**config.mk**
```make
export PLATFORM = sky130hd
export DESIGN_NAME = chess_move_ctrl
export DESIGN_NICKNAME = d
export VERILOG_FILES = /design/src/rtl/chess_pkg.sv /design/src/rtl/pix_to_square.sv /design/src/rtl/chess_move_ctrl.sv
export SDC_FILE = /design/constraint.sdc
export NUM_CORES = 1
export LEC_CHECK = 0
export ABC_AREA = 1
export CORE_UTILIZATION = 59
export DETAILED_ROUTE_END_ITERATION = 8
export PLACE_DENSITY = 0.87
export SYNTH_ARGS = -nofsm -noshare
export SYNTH_HDL_FRONTEND = slang
export SYNTH_HIERARCHICAL = 1
export SYNTH_SLANG_ARGS = --single-unit
export TNS_END_PERCENT = 50
```
**constraint.sdc**
```tcl
create_clock -name Clk -period 3.6 [get_ports Clk]
set_input_delay 0.36 -clock Clk [delete_from_list [all_inputs] [get_ports Clk]]
set_output_delay 0.36 -clock Clk [all_outputs]
set_load 0.02 [all_outputs]
```
**src/rtl/chess_pkg.sv**
```systemverilog
// Shared types for the chess move controller and the board/colour-mapping path.
// Covers piece codes, square indices and controller state encoding.
package chess_pkg;

    typedef logic [3:0] piece_t;
    typedef logic [5:0] square_t;

    localparam piece_t EMPTY = 4'h0;
    localparam logic   WHITE = 1'b0;
    localparam logic   BLACK = 1'b1;

    typedef enum logic [3:0] {
        CtrlIdle   = 4'd0,
        CtrlRdSrc  = 4'd1,
        CtrlChkSrc = 4'd2,
        CtrlSel    = 4'd3,
        CtrlRdDst  = 4'd4,
        CtrlChkDst = 4'd5,
        CtrlWrDst  = 4'd6,
        CtrlWrSrc  = 4'd7,
        CtrlDone   = 4'd8
    } ctrl_state_t;

    function automatic logic piece_colour(piece_t p);
        return p[3];
    endfunction

endpackage

```
**src/rtl/pix_to_square.sv**
```systemverilog
// Maps a pixel coordinate to a board square with threshold compares (no divider).
// Also flags whether the coordinate lies on the board at all.
module pix_to_square
    import chess_pkg::*;
#(
    parameter int unsigned BOARD_X0 = 80,
    parameter int unsigned BOARD_Y0 = 0,
    parameter int unsigned SQ_SIZE  = 60
) (
    input  logic [9:0] x,
    input  logic [9:0] y,
    output square_t    square,
    output logic       on_board
);

    logic [2:0] col;
    logic [2:0] row;

    always_comb begin
        col = 3'd0;
        row = 3'd0;
        for (int unsigned k = 1; k < 8; k++) begin
            if (32'(x) >= BOARD_X0 + k * SQ_SIZE) col = col + 3'd1;
            if (32'(y) >= BOARD_Y0 + k * SQ_SIZE) row = row + 3'd1;
        end
    end

    assign square   = {row, col};
    assign on_board = (32'(x) >= BOARD_X0) && (32'(x) < BOARD_X0 + 8 * SQ_SIZE) &&
                      (32'(y) >= BOARD_Y0) && (32'(y) < BOARD_Y0 + 8 * SQ_SIZE);

endmodule

```
**src/rtl/chess_move_ctrl.sv**
```systemverilog
// Turn/move sequencer: turns mouse clicks into source/destination selection and commits
// each move to the shared board RAM over a req/gnt port.
module chess_move_ctrl
    import chess_pkg::*;
#(
    parameter int unsigned BOARD_X0 = 80,
    parameter int unsigned BOARD_Y0 = 0,
    parameter int unsigned SQ_SIZE  = 60
) (
    input  logic       Clk,
    input  logic       Reset_n,
    input  logic [9:0] mouse_x,
    input  logic [9:0] mouse_y,
    input  logic [3:0] click,
    output logic       mem_req,
    output logic       mem_we,
    output logic [5:0] mem_addr,
    output logic [3:0] mem_wdata,
    input  logic       mem_gnt,
    input  logic       mem_rvalid,
    input  logic [3:0] mem_rdata,
    output logic       sel_valid,
    output logic [5:0] sel_sq,
    output logic       turn,
    output logic       move_done,
    output logic       illegal,
    output logic [5:0] status
);

    ctrl_state_t state_q;
    logic [1:0]  sync1_q, sync2_q, sync3_q;
    logic        left_edge, right_edge;
    square_t     click_sq;
    logic        click_on_board;
    square_t     src_sq_q, dst_sq_q;
    piece_t      src_piece_q, rd_piece_q;

    // Only the left/right buttons are used; the other bits are tied off here.
    logic unused_click;
    assign unused_click = ^click[3:2];

    always_ff @(posedge Clk or negedge Reset_n) begin
        if (!Reset_n) begin
            sync1_q <= 2'b00;
            sync2_q <= 2'b00;
            sync3_q <= 2'b00;
        end else begin
            sync1_q <= click[1:0];
            sync2_q <= sync1_q;
            sync3_q <= sync2_q;
        end
    end

    assign left_edge  = sync2_q[0] & ~sync3_q[0];
    assign right_edge = sync2_q[1] & ~sync3_q[1];

    // The cursor square is captured into src/dst registers on the edge that uses it.
    pix_to_square #(
        .BOARD_X0 (BOARD_X0),
        .BOARD_Y0 (BOARD_Y0),
        .SQ_SIZE  (SQ_SIZE)
    ) u_pix_to_square (
        .x        (mouse_x),
        .y        (mouse_y),
        .square   (click_sq),
        .on_board (click_on_board)
    );

    always_ff @(posedge Clk or negedge Reset_n) begin
        if (!Reset_n) begin
            state_q     <= CtrlIdle;
            mem_req     <= 1'b0;
            mem_we      <= 1'b0;
            mem_addr    <= '0;
            mem_wdata   <= EMPTY;
            sel_valid   <= 1'b0;
            sel_sq      <= '0;
            turn        <= WHITE;
            move_done   <= 1'b0;
            illegal     <= 1'b0;
            src_sq_q    <= '0;
            dst_sq_q    <= '0;
            src_piece_q <= EMPTY;
            rd_piece_q  <= EMPTY;
        end else begin
            move_done <= 1'b0;
            illegal   <= 1'b0;
            case (state_q)
                CtrlIdle: begin
                    if (left_edge && click_on_board) begin
                        src_sq_q <= click_sq;
                        mem_req  <= 1'b1;
                        mem_we   <= 1'b0;
                        mem_addr <= click_sq;
                        state_q  <= CtrlRdSrc;
                    end
                end
                // mem_req low here means the read was granted and data is pending.
                CtrlRdSrc: begin
                    if (mem_req) begin
                        if (mem_gnt) mem_req <= 1'b0;
                    end else if (mem_rvalid) begin
                        rd_piece_q <= mem_rdata;
                        state_q    <= CtrlChkSrc;
                    end
                end
                CtrlChkSrc: begin
                    if (rd_piece_q != EMPTY && piece_colour(rd_piece_q) == turn) begin
                        src_piece_q <= rd_piece_q;
                        sel_valid   <= 1'b1;
                        sel_sq      <= src_sq_q;
                        state_q     <= CtrlSel;
                    end else begin
                        illegal <= 1'b1;
                        state_q <= CtrlIdle;
                    end
                end
                CtrlSel: begin
                    if (right_edge) begin
                        sel_valid <= 1'b0;
                        sel_sq    <= '0;
                        state_q   <= CtrlIdle;
                    end else if (left_edge && click_on_board) begin
                        if (click_sq == src_sq_q) begin
                            sel_valid <= 1'b0;
                            sel_sq    <= '0;
                            state_q   <= CtrlIdle;
                        end else begin
                            dst_sq_q <= click_sq;
                            mem_req  <= 1'b1;
                            mem_we   <= 1'b0;
                            mem_addr <= click_sq;
                            state_q  <= CtrlRdDst;
                        end
                    end
                end
                CtrlRdDst: begin
                    if (mem_req) begin
                        if (mem_gnt) mem_req <= 1'b0;
                    end else if (mem_rvalid) begin
                        rd_piece_q <= mem_rdata;
                        state_q    <= CtrlChkDst;
                    end
                end
                CtrlChkDst: begin
                    if (rd_piece_q == EMPTY || piece_colour(rd_piece_q) != turn) begin
                        mem_req   <= 1'b1;
                        mem_we    <= 1'b1;
                        mem_addr  <= dst_sq_q;
                        mem_wdata <= src_piece_q;
                        state_q   <= CtrlWrDst;
                    end else begin
                        // Own piece on the destination: it becomes the new source.
                        src_sq_q    <= dst_sq_q;
                        src_piece_q <= rd_piece_q;
                        sel_sq      <= dst_sq_q;
                        state_q     <= CtrlSel;
                    end
                end
                CtrlWrDst: begin
                    if (mem_gnt) begin
                        mem_req <= 1'b0;
                        state_q <= CtrlWrSrc;
                    end
                end
                CtrlWrSrc: begin
                    if (!mem_req) begin
                        mem_req   <= 1'b1;
                        mem_we    <= 1'b1;
                        mem_addr  <= src_sq_q;
                        mem_wdata <= EMPTY;
                    end else if (mem_gnt) begin
                        mem_req <= 1'b0;
                        state_q <= CtrlDone;
                    end
                end
                CtrlDone: begin
                    move_done <= 1'b1;
                    turn      <= ~turn;
                    sel_valid <= 1'b0;
                    sel_sq    <= '0;
                    state_q   <= CtrlIdle;
                end
                default: state_q <= CtrlIdle;
            endcase
        end
    end

    assign status = {turn, 1'b0, state_q};

endmodule

```
== Word level (Yosys, flattened, before mapping) ==
Cells that the tools add are included.
Operators by class
  add/subtract/negate cells: 12
  multiply operators: 0
  divide/modulo/power cells: 0
  order comparisons: 17
  eq/ne operators: 28
  shift-type cells: 0
  multiplexer cells: 72
  bitwise gates (word level): 8
  reductions and logical operators: 26
Operators with widths (count)
  $ge A10 B9 Y1 const B: 8
  $mux W6: 11
  $mux W4: 14
  $pmux W6 S4: 2
  $mux W3: 14
  $ge A10 B8 Y1 const B: 4
  $pmux W4 S8: 1
  $add A3 B1 Y3 const B: 10
  $ne A2 B2 Y1 const B: 15
  $mux W1: 23
  $ge A10 B7 Y1 const B: 2
  $eq A4 B3 Y1 const B: 4
  $pmux W4 S2: 2
  $reduce_and A7 Y1: 2
  $pmux W6 S2: 1
  $reduce_and A3 Y1: 4
  $reduce_bool A4 Y1: 3
  $ge A10 B6 Y1 const B: 1
  $lt A10 B10 Y1 const B: 1
  $lt A10 B9 Y1 const B: 1
  $reduce_and A9 Y1: 1
  $eq A4 B2 Y1 const B: 2
  $logic_not A4 Y1: 2
  $reduce_and A4 Y1: 2
  20 further kinds: 33
Storage, ports and cells
  bits in registers: 52
  latch bits: 0
  bits in writable memories: 0
  memory bits (read-only): 0
  logic and storage cells: 180
  memories: 0

== Longest topological paths before layout ==
Gate-level depths: netlist (run 1).
  word-level depth: 19
  gate-level depth with buffers: 33
  gate-level depth less buffers: 33

== By module ==
The synthesis (run 1) kept the hierarchy.
Modules (own cells, without submodules)
  chess_move_ctrl: times used 1, cells an instance 343, area an instance 2673.8 um^2, seq. area each 1301.2 um^2
  pix_to_square: times used 1, cells an instance 198, area an instance 1112.3 um^2, seq. area each 0.0 um^2

== Least setup slack after synthesis (run 1) ==
No wires, ideal clock.
  path type: input -> register
  start point: input port mouse_x[5]
  end point: register mem_we
  setup time: 68 ps
  data arrival time: 4520 ps
  slack: -988 ps
  stages: 30
  buffers on the path: 0
  cell sequence: nor2_1 -> nand2_1 -> a21oi_1 -> ha_1 -> inv_1 -> nand3_2 -> nand2_4 -> inv_4 -> ha_1 -> or2_2 -> nand3_1 -> nand2_1 -> nand2_1 -> nand2_1 -> ha_1 -> or2_2 -> and2_1 -> ha_1 -> nand2_1 -> xnor2_1 -> xnor2_1 -> xor2_1 -> inv_1 -> nand2_1 -> nand2_1 -> nor2_1 -> nand4_1 -> nand3_4 -> nand2_1 -> nand2_1
On the way
  word-level cells in the longest chain between the ends: 17
RTL lines
  from (decl): RTL line chess_move_ctrl.sv:12  | input logic [9:0] mouse_x,
  $ge A10 B8 Y1: RTL line pix_to_square.sv:23  | if (32'(x) >= BOARD_X0 + k * SQ_SIZE) col = col + 3'd1;
  $mux W1: RTL line pix_to_square.sv:23
  $add A1 B1 Y2: RTL line pix_to_square.sv:23
  $mux W3: RTL line pix_to_square.sv:23
  $add A3 B1 Y3: RTL line pix_to_square.sv:23
  $mux W3: RTL line pix_to_square.sv:23
  $add A3 B1 Y3: RTL line pix_to_square.sv:23
  $mux W3: RTL line pix_to_square.sv:23
  (+2 left out)
  $add A3 B1 Y3: RTL line pix_to_square.sv:23
  $mux W3: RTL line pix_to_square.sv:23
  $add A3 B1 Y3: RTL line pix_to_square.sv:23
  $mux W3 (*): RTL line pix_to_square.sv:23
  named net click_sq[2]: RTL line chess_move_ctrl.sv:33  | square_t click_sq;
  $eq A6 B6 Y1 (*): RTL line chess_move_ctrl.sv:124  | if (click_sq == src_sq_q) begin
  $ne A2 B2 Y1 (no source line) (*)
  $reduce_and A7 Y1 (no source line) (*)
  to (signal assigned): RTL line chess_move_ctrl.sv:131  | mem_we <= 1'b0;
  to (signal assigned): RTL line chess_move_ctrl.sv:148  | mem_we <= 1'b1;
  to (signal assigned): RTL line chess_move_ctrl.sv:169  | mem_we <= 1'b1;
  to (decl): RTL line chess_move_ctrl.sv:16  | output logic mem_we,
Mark *: on every way through the listed nets, which the timed path passes. The rest lies on a longest branch.
A chain may end at the register's enable or synchronous reset.

== Worst setup path in the final report (run 1) ==
  start point: input port mouse_x[6]
  end point: register dst_sq_q[5]
On the way
  word-level cells in the longest chain between the ends: 17
RTL lines
  $ge A10 B8 Y1: RTL line pix_to_square.sv:23
  $mux W1: RTL line pix_to_square.sv:23
  $add A1 B1 Y2: RTL line pix_to_square.sv:23
  $mux W3: RTL line pix_to_square.sv:23
  $add A3 B1 Y3: RTL line pix_to_square.sv:23
  $mux W3: RTL line pix_to_square.sv:23
  $add A3 B1 Y3: RTL line pix_to_square.sv:23
  $mux W3: RTL line pix_to_square.sv:23
  (+2 left out)
  $add A3 B1 Y3: RTL line pix_to_square.sv:23
  $mux W3: RTL line pix_to_square.sv:23
  $add A3 B1 Y3: RTL line pix_to_square.sv:23
  $mux W3 (*): RTL line pix_to_square.sv:23
  named net click_sq[2]: RTL line chess_move_ctrl.sv:33
  $eq A6 B6 Y1 (*): RTL line chess_move_ctrl.sv:124
  $not A1 Y1 (no source line) (*)
  $reduce_and A4 Y1 (no source line) (*)
  to (signal assigned): RTL line chess_move_ctrl.sv:129  | dst_sq_q <= click_sq;
  to (decl): RTL line chess_move_ctrl.sv:35  | square_t src_sq_q, dst_sq_q;
Marks and branches as above.

==> flow_summary_export.csv, run 1 <==
group,metric,value,unit
setup_path,worst_r2r_endpoint,"sel_sq[1]$_DFFE_PN0P_",
run,drv_cap,0,
place,dp_cells,732,
setup_path,endpoint_kind,"register",
clock_network,path_clk_slew,0.09,ns
run_status,violations,"setup timing",
layout,syn_to_final_growth,43.0,%
clock_network,cts_tree,"built",
yosys,synth_top_area_share,34.4,%
detailed_routing,drc,0,
pwr,p_sw,1.71,mW
layout,final_nets,726,
yosys,yosys-mux-area-fraction,0.595,%
setup_path,r2r_setup_slack,1.48,ns
setup_path,critical_path_class,"input pin to register",
setup_path,crit_slowest_cell,"o21ai_0",
pwr,pwr-share-clk,12.7,%
global_route,grt_antenna_before_repair,0,
setup_path,critPathLaunchType,"input pin",
sta,slew_headroom,22.6,%
yosys,ys_async_sr_fraction,100,%
min_path,hp-class,"input pin to asynchronous set/reset pin",
yosys,synth_flop_cell,"dfrtp_1",
detailed_routing,firstDrtPassIters,8,
clock_network,root_buffer,"clkbuf_8",
pwr,internal-power,1.99,mW
place,gp_congestion,0.933,
yosys,synth_compound_area_share,7.83,%
yosys,yosysSeqAreaShare,34.4,%
sta,worst_pin_slew,1.16,ns
yosys,synth_seq_cells,52,
setup_path,max_stage_delay,0.33,ns
die,dieArea,6740,µm²
layout,fillers,312,
setup_path,cp_max_fo,7,
run_status,status,"complete, but fails checks",
layout,layout-drive-gt1-share,32.2,%
setup_path,reg2reg_depth,9,
yosys,synth_edf_count,0,
detailed_routing,wl_met3,973,µm
clock_network,cts.sinks,52,
global_route,grt_pass1_wl,18.0,mm
yosys,synthesis.nets,586,
pwr,swShare,46.2,%
layout,diodes,0,
global_route,grt_max_degree,53,
die,num_rows,28,
setup_path,worst_ep_arrival_time,4.64,ns
yosys,synth.area.top_cells,"dfrtp_1 34%, nand2_1 19%, inv_1 5.5%",
yosys,synth_top_family_by_area,"simple AND/OR/NAND/NOR gates",
sta,min_period_over_period,124,%
die,die_w,82.1,µm
clock_network,h-tree-depth,2,
yosys,synth.most_common_cell,"nand2_1",
sta,tns,-16.99,ns
place,io_buffer_count,52,
yosys,synth-xor-area-share,3.47,%
yosys,synth_top_cells_by_count,"191 x nand2_1, 55 x inv_1, 52 x dfrtp_1",
pwr,finalPower,3.70,mW
die,die_h,82.1,µm
place,pre_cts_slack,-1.49,ns
detailed_routing,wl_per_cell,15.8,µm
die,core-area,6060,µm²
sta,rsz0062_at_grt,"true",
sta,finalClockSkew,0.00618,ns
pwr,seqPwrFrac,26.9,%
sta,setup_viol,24,
detailed_routing,top_layer_used,"met4",
yosys,yosysWarnings,6,
detailed_routing,initialDrtViolationCount,518,
die,start_util,62.5,%
sta,hold_viol,0,
detailed_routing,met1_length,4.32,mm
yosys,syn_inst,541,
setup_path,cp.required,3.78,ns
detailed_routing,met2_length,6.13,mm
yosys,synthAdderAreaFrac,4.30,%
setup_path,worst_path_most_repeated_cell,"nand2_1",
global_route,first_global_vias,4080,
clock_network,cts_made_buffers,5,
pwr,combPwrFrac,60.4,%
sta,fin_crit,4.46,ns
yosys,synth_cell_types,40,
sta,setup_slack,-0.860,ns
global_route,grt_use_total,34.6,%
detailed_routing,vias,4462,
sta,fmax,224,MHz
global_route,overflow,0,
yosys,syn_area,3790,µm²
yosys,synth_top_area_cell,"dfrtp_1",
detailed_routing,viasPerCell,5.90,
sta,final_max_slew_viol_count,0,
clock_network,clk_path_buf_depth,2,
layout,final-instance-count-excl-fill,756,
pwr,power_density,684,nW/µm²
die,ios,60,
pwr,leakagePower,2.77,nW
place,dp_hpwl,7.72,mm
yosys,avgSynthCellArea,7.00,µm²
yosys,synth-simple-area-share,41.7,%
detailed_routing,totalWireLength,12.0,mm
clock_network,insertion_delay,0.31,ns
pwr,ir_drop,0.588,mV
layout,fin_util,89.3,%
setup_path,timing.rr.start,"state_q[2]$_DFFE_PN0P_",
detailed_routing,detail-route-antenna-nets,0,
-- layout by cell type, fill, tap and decap left out, types with 3 or more instances in the layout --
cell	n
nand2_1	174
buf_4	80
dfrtp_1	52
inv_1	47
clkdlybuf4s50_1	35
nor2_1	34
nand2_2	30
nand4_1	27
nand3_1	24
inv_2	16
o21ai_0	16
nor2_4	11
a21oi_1	9
nor2_2	8
o21ai_2	8
nand3_2	7
o211ai_1	7
nand2_4	6
buf_6	6
ha_1	6
clkbuf_8	5
buf_2	5
ha_4	5
o21ai_1	4
clkbuf_2	4
xor2_1	4
xnor2_1	3
nand3_4	3
nand3b_1	3
dlygate4sd2_1	3
a31oi_1	3
a21oi_2	3
or2_4	3
nor3_1	3
-- routing by layer --
| metal | up-vias | global-route usage [%] |
|---|---|---|
| li1 | 2026 | - |
| met1 | 2049 | 37.9 |
| met2 | 307 | 63.2 |
| met3 | 80 | 6.81 |
| met4 | 0 | 17.4 |
| met5 | - | 0 |
-- worst max path at each step --
| stage | startpoint | to | cells past startpoint |
|---|---|---|---|
| floorplan | mouse_x[4] | mem_we$_DFFE_PN0P_ | 31 |
| finish | mouse_x[6] | dst_sq_q[5]$_DFFE_PN0P_ | 33 |
| detailed placement | mouse_x[4] | sel_sq[3]$_DFFE_PN0P_ | 34 |
| global placement | mouse_x[4] | sel_sq[2]$_DFFE_PN0P_ | 34 |
| CTS | mouse_x[5] | sel_sq[4]$_DFFE_PN0P_ | 35 |
| global route | mouse_x[6] | sel_sq[2]$_DFFE_PN0P_ | 34 |
-- flip-flops by register name (all words and copies together), names as in the netlist, 2 cells and up --
register / flops
mem_wdata: 4
src_piece_q: 4
state_q: 4
src_sq_q: 6
sync1_q: 2
sel_sq: 6
sync2_q: 2
dst_sq_q: 6
mem_addr: 6
sync3_q: 2
rd_piece_q: 4
-- final cells by class --
type,instances,area (µm²),share of cell area [%]
timing repair buffer,137,1140,21.0
tap,75,93.8,1.73
clock inverter,2,60.1,1.11
inverter,66,251,4.65
sequential,52,1300,24.0
multi-input combinational,419,2500,46.2
clock buffer,5,68.8,1.27
-- power by group through the flow --
stage                     Sequential, mW  Clock, mW  Combinational (mW)
final                              0.996      0.472                2.24
after global routing                1.02      0.494                2.44
after detailed placement           0.989          0                1.93
after floorplan                     1.09          0                1.15
after global placement             0.972          0                1.85
after CTS                          0.979      0.467                2.04
-- cell families after synthesis --
logic type      Yosys count
fa+ha+maj                13
flops                    52
xor+xnor                 12
other cells               1
compound gates           52
simple gates            338
mux                       2
buf+inv                  71
-- through the flow --
step / instance area [µm²] / hold WS, ns
6_report: 5410 / 0.275
5_1_grt: 5410 / 0.364
4_1_cts: 5280 / 0.301
3_5_place_dp: 4980 / 0.336
3_3_place_gp: 4980 / 0.336
2_1_floorplan: 3900 / 0.0644
-- what timing repair did --
item / in CTS / in global routing
gates cloned: 1 / 0
resized for setup: 70 / 47
hold buffers: 0 / 0
setup buffers: 12 / 5
pin swaps: 25 / 28
setup endpoints to repair: 26 / 26
-- worst max-delay path, delay by kind of cell --
family,cells,cell delay (ns)
AO/OA/AOI/OAI,2,0.47
XOR/XNOR,3,0.55
adder cells (fa/ha/maj),4,0.77
buffers and inverters,6,0.65
AND/OR/NAND/NOR,18,1.81
Note: power is estimated with default switching activity, not from simulation.
==> run 2: changes to the inputs <==
Settings changed: CORE_UTILIZATION 59 to 32, PLACE_DENSITY 0.87 to unset.
==> run 2 against run 1 <==
Effect of this change:
- the run still ends with setup timing left
- setup slack improved by 0.26 ns
- combinational power fell by 5%
- critical path depth is 4 higher
- non-clock buffer count grew 21
- global-route usage is 18 points lower
- highest routed layer unchanged
- power down 2.8%
==> flow_summary_export.csv, run 2 (synthesis results as in run 1) <==
group,metric,value,unit
die,ios,60,
clock_network,cts_made_buffers,5,
global_route,first_global_vias,3950,
min_path,hp-class,"input pin to asynchronous set/reset pin",
sta,finalClockSkew,0.00579,ns
die,die_h,111,µm
run_status,status,"complete, but fails checks",
pwr,ir_drop,0.392,mV
clock_network,clk_path_buf_depth,2,
detailed_routing,totalWireLength,10.4,mm
clock_network,cts_tree,"built",
global_route,overflow,0,
sta,rsz0062_at_grt,"true",
sta,fin_crit,4.20,ns
setup_path,timing.rr.start,"sync2_q[0]$_DFF_PN0_",
die,core-area,11500,µm²
detailed_routing,viasPerCell,4.78,
setup_path,worst_ep_arrival_time,4.38,ns
die,start_util,33.0,%
detailed_routing,wl_per_cell,12.3,µm
global_route,grt_use_total,16.9,%
setup_path,critical_path_class,"input pin to register",
clock_network,cts.sinks,52,
sta,setup_viol,24,
layout,fillers,1130,
clock_network,root_buffer,"clkbuf_16",
sta,setup_slack,-0.599,ns
setup_path,cp_max_fo,7,
setup_path,cp.required,3.78,ns
sta,min_period_over_period,117,%
sta,slew_headroom,56.2,%
detailed_routing,vias,4041,
clock_network,path_clk_slew,0.07,ns
detailed_routing,firstDrtPassIters,5,
run,drv_cap,0,
sta,worst_pin_slew,0.657,ns
place,dp_hpwl,7.64,mm
layout,final_common_cell,"nand2_1",
setup_path,crit_slowest_cell,"or2_4",
detailed_routing,detail-route-antenna-nets,0,
layout,diodes,0,
global_route,grt_antenna_before_repair,0,
global_route,grt_pass1_wl,17.4,mm
global_route,grt_max_degree,53,
layout,fin_util,49.3,%
clock_network,insertion_delay,0.29,ns
pwr,leakagePower,2.89,nW
sta,fmax,238,MHz
die,dieArea,12300,µm²
die,die_w,111,µm
setup_path,worst_path_most_repeated_cell,"nand2_2",
place,pre_cts_slack,-1.31,ns
setup_path,max_stage_delay,0.23,ns
run_status,violations,"setup timing",
clock_network,h-tree-depth,2,
sta,final_max_slew_viol_count,0,
detailed_routing,initialDrtViolationCount,270,
layout,final_cell_mix,"174 x nand2_1, 103 x buf_4, 52 x dfrtp_1",
setup_path,crit_start,"mouse_x[4]",
layout,final_nets,746,
place,gp_congestion,0.860,
sta,hold_viol,0,
place,io_buffer_count,52,
layout,syn_to_final_growth,49.2,%
detailed_routing,drc,0,
setup_path,endpoint_kind,"register",
layout,layout-drive-gt1-share,34.6,%
setup_path,critPathLaunchType,"input pin",
pwr,power_density,637,nW/µm²
die,num_rows,39,
==> run 2: cell count changes in the layout (fill, tap and decap cells not counted), sizes merged, moves of 2 or more <==
cell / change
bufinv: -2
dlygate4sd2: -3
buf: +25
clkinv: +2
clkdlybuf4s15: -2
==> run 2: power by group <==
group	switching (mW)	leakage (nW)	total (mW)	internal [mW]
Clock	0.226	0.0742	0.486	0.261
Combinational	1.20	2.17	2.13	0.930
Sequential	0.171	0.647	0.982	0.812
Total	1.60	2.89	3.60	2.00
==> run 2: path summary, 6_finish.rpt <==
path / endpoint / slack (ns) / depth (start not counted)
setup / recovery: sel_sq[4]$_DFFE_PN0P_ / -0.60 / 37
hold / removal: sel_sq[2]$_DFFE_PN0P_ / 0.17 / 2
setup reg to reg: sel_sq[4]$_DFFE_PN0P_ / 1.70 / 9
hold reg to reg: sync2_q[1]$_DFF_PN0_ / 0.35 / 0
max in group asynchronous: src_sq_q[4]$_DFFE_PN0P_ / 2.98 / 2
min in group Clk: sync2_q[1]$_DFF_PN0_ / 0.35 / 0
==> run 2: timing repair <==
item / in CTS / in global routing
endpoints found under the setup margin: 26 / 26
pin swaps: 35 / 45
buffers inserted: 26 / 3
hold buffers: 0 / 0
gates resized for setup: 68 / 54
cloned: 1 / 0
==> run 2: per-layer routing <==
layer	vias up	share of wire [%]	global-route usage (%)
li1	2058	-	-
met1	1861	44	21.0
met2	108	50	30.4
met3	14	4.2	2.52
met4	0	1.1	3.91
met5	-	0	1.25
==> run 2: worst max-delay path: cells and delay by family <==
kind / cells / cell delay (ns)
and+or+nand+nor: 23 / 2.24
adders and majority gates: 4 / 0.73
buffers and inverters: 7 / 0.62
xor gates and xnor gates: 3 / 0.42
==> run 2: final cells by class <==
type                       instances  area [µm²]  share of cell area [%]
clock buffer                       5         125                    2.21
multi-input combinational        418        2470                    43.7
inverter                          66         251                    4.45
tap                              143         179                    3.17
timing repair buffer             158        1300                    23.0
sequential                        52        1300                    23.0
clock inverter                     3        22.5                   0.399
==> run 2: through the flow <==
stage	setup TNS [ns]	cells	cell area [µm²]	power [mW]	hold slack [ns]
2_1_floorplan	-11.72	541	3900	2.24	0.0644
3_3_place_gp	-29.46	807	5130	2.89	0.333
3_5_place_dp	-30.68	807	5130	2.94	0.339
4_1_cts	-14.12	842	5540	3.53	0.212
5_1_grt	-19.43	845	5650	3.89	0.252
6_report	-12.49	845	5650	3.60	0.174
==> run 3: changes to the inputs <==
Settings changed: CORE_MARGIN set to 4.
==> run 3 against run 2 <==
Effect of this change:
- the run still ends with setup timing left
- flip-flop and latch count did not move
- power rose by 2.2%
- worst hold slack worse by 0.021 ns
- core utilization down 0.90 points
- register-to-register slack lost 0.14 ns
==> flow_summary_export.csv, run 3 (synthesis results as in run 1) <==
group,metric,value,unit
setup_path,cp.required,3.82,ns
layout,multiInputGateArea,2490,µm²
global_route,overflow,0,
clock_network,cts_made_buffers,5,
run_status,violations,"setup timing",
layout,syn_to_final_growth,47.1,%
detailed_routing,totalWireLength,10.1,mm
sta,finalClockSkew,0.0104,ns
global_route,grt_max_degree,37,
layout,layout-drive-gt1-share,33.5,%
layout,final-instance-count-excl-fill,829,
detailed_routing,drc,0,
die,die_w,117,µm
clock_network,root_buffer,"clkbuf_16",
setup_path,r2r_setup_slack,1.56,ns
place,dp_cells,801,
sta,fmax,239,MHz
place,dp_hpwl,7.87,mm
sta,setup_viol,24,
global_route,grt_antenna_before_repair,0,
clock_network,clk_path_buf_depth,2,
sta,slew_headroom,46.6,%
run_status,status,"complete, but fails checks",
layout,final_nets,730,
layout,diodes,0,
die,core-area,11500,µm²
sta,min_period_over_period,116,%
setup_path,worst_ep_arrival_time,4.40,ns
layout,final_cell_mix,"170 x nand2_1, 86 x buf_4, 52 x dfrtp_1",
clock_network,cts.sinks,52,
layout,register_area,1300,µm²
global_route,first_global_vias,3795,
place,io_buffer_count,52,
clock_network,insertion_delay,0.29,ns
die,num_rows,39,
sta,final_max_slew_viol_count,0,
setup_path,critical_path_class,"input pin to register",
detailed_routing,viasPerCell,4.76,
setup_path,cp_max_fo,7,
die,ios,60,
place,gp_congestion,0.882,
sta,setup_slack,-0.577,ns
pwr,finalPower,3.68,mW
die,die_h,117,µm
setup_path,worst_path_most_repeated_cell,"nand2_1",
detailed_routing,initialDrtViolationCount,238,
clock_network,path_clk_slew,0.07,ns
die,start_util,32.9,%
layout,fillers,1116,
run,drv_cap,0,
setup_path,timing.rr.start,"sync2_q[0]$_DFF_PN0_",
setup_path,max_stage_delay,0.29,ns
pwr,ir_drop,0.260,mV
pwr,power_density,661,nW/µm²
detailed_routing,wl_per_cell,12.2,µm
detailed_routing,detail-route-antenna-nets,0,
sta,hold_viol,0,
setup_path,worst_r2r_endpoint,"sel_sq[4]$_DFFE_PN0P_",
global_route,grt_pass1_wl,17.1,mm
detailed_routing,vias,3942,
sta,worst_pin_slew,0.801,ns
setup_path,critPathLaunchType,"input pin",
clock_network,cts_tree,"built",
layout,final_common_cell,"nand2_1",
global_route,grt_use_total,15.3,%
sta,fin_crit,4.18,ns
sta,rsz0062_at_grt,"true",
clock_network,h-tree-depth,2,
pwr,leakagePower,2.83,nW
min_path,hp-class,"input pin to asynchronous set/reset pin",
setup_path,endpoint_kind,"register",
die,dieArea,13600,µm²
setup_path,crit_slowest_cell,"ha_1",
detailed_routing,firstDrtPassIters,4,
setup_path,reg2reg_depth,9,
## run 3: worst max-delay path by stage
stage                    start                      end  slack (ns)
finish              mouse_x[4]       mem_we$_DFFE_PN0P_       -0.58
global route        mouse_x[4]       mem_we$_DFFE_PN0P_       -0.88
CTS                 mouse_x[5]    sel_sq[3]$_DFFE_PN0P_       -0.59
detailed placement  mouse_y[9]    sel_sq[4]$_DFFE_PN0P_       -1.34
global placement    mouse_y[9]  dst_sq_q[2]$_DFFE_PN0P_       -1.29
floorplan           mouse_x[4]       mem_we$_DFFE_PN0P_       -0.61
## run 3: power by group
part           internal, mW  total [mW]  leakage, nW  switching (mW)
clock network         0.348       0.559       0.0871           0.210
registers             0.813       0.988        0.647           0.176
logic                 0.920        2.13         2.09            1.21
total                  2.08        3.68         2.83            1.60
## run 3: worst max-delay path: cells and delay by family
kind                     cells  cell delay, ns
buffers and inverters        8            0.80
adder cells (fa/ha/maj)      4            0.84
XOR/XNOR                     3            0.41
AND/OR/NAND/NOR             19            1.84
AO/OA/AOI/OAI                1            0.15
## run 3: timing repair
item                                    CTS  global route
buffers inserted                         19             1
endpoints found under the hold margin     0             0
hold buffers                              0             0
gates resized for setup                  88            33
pin swaps                                45            28
cloned                                    0             1
endpoints found under the setup margin   26            26
## run 3: area by class of cell
cell class / instances / area share, %
repair buffers: 142 / 21.0
clock inverters: 2 / 0.696
clock buffers: 6 / 2.49
multi-input cells: 418 / 44.7
inverters: 66 / 4.52
well taps: 143 / 3.21
flip-flops and latches: 52 / 23.4
## run 3: metal layers
metal	global-route usage (%)	vias up	part of all wire, %
li1	-	2030	-
met1	19.7	1815	44
met2	27.8	87	50
met3	2.01	10	4.8
met4	2.37	0	0.92
met5	0	-	0
## run 3: per-stage QoR
stage	instance area [µm²]	worst slack (ns)	hold slack, ns	setup TNS, ns	utilization (%)
finish	5570	-0.577	0.154	-11.84	48.4
global route	5570	-0.880	0.218	-18.97	48.4
CTS	5470	-0.589	0.176	-12.09	47.5
detailed placement	5090	-1.34	0.337	-31.22	44.2
global placement	5090	-1.29	0.334	-29.88	44.2
floorplan	3900	-0.606	0.0644	-11.72	-
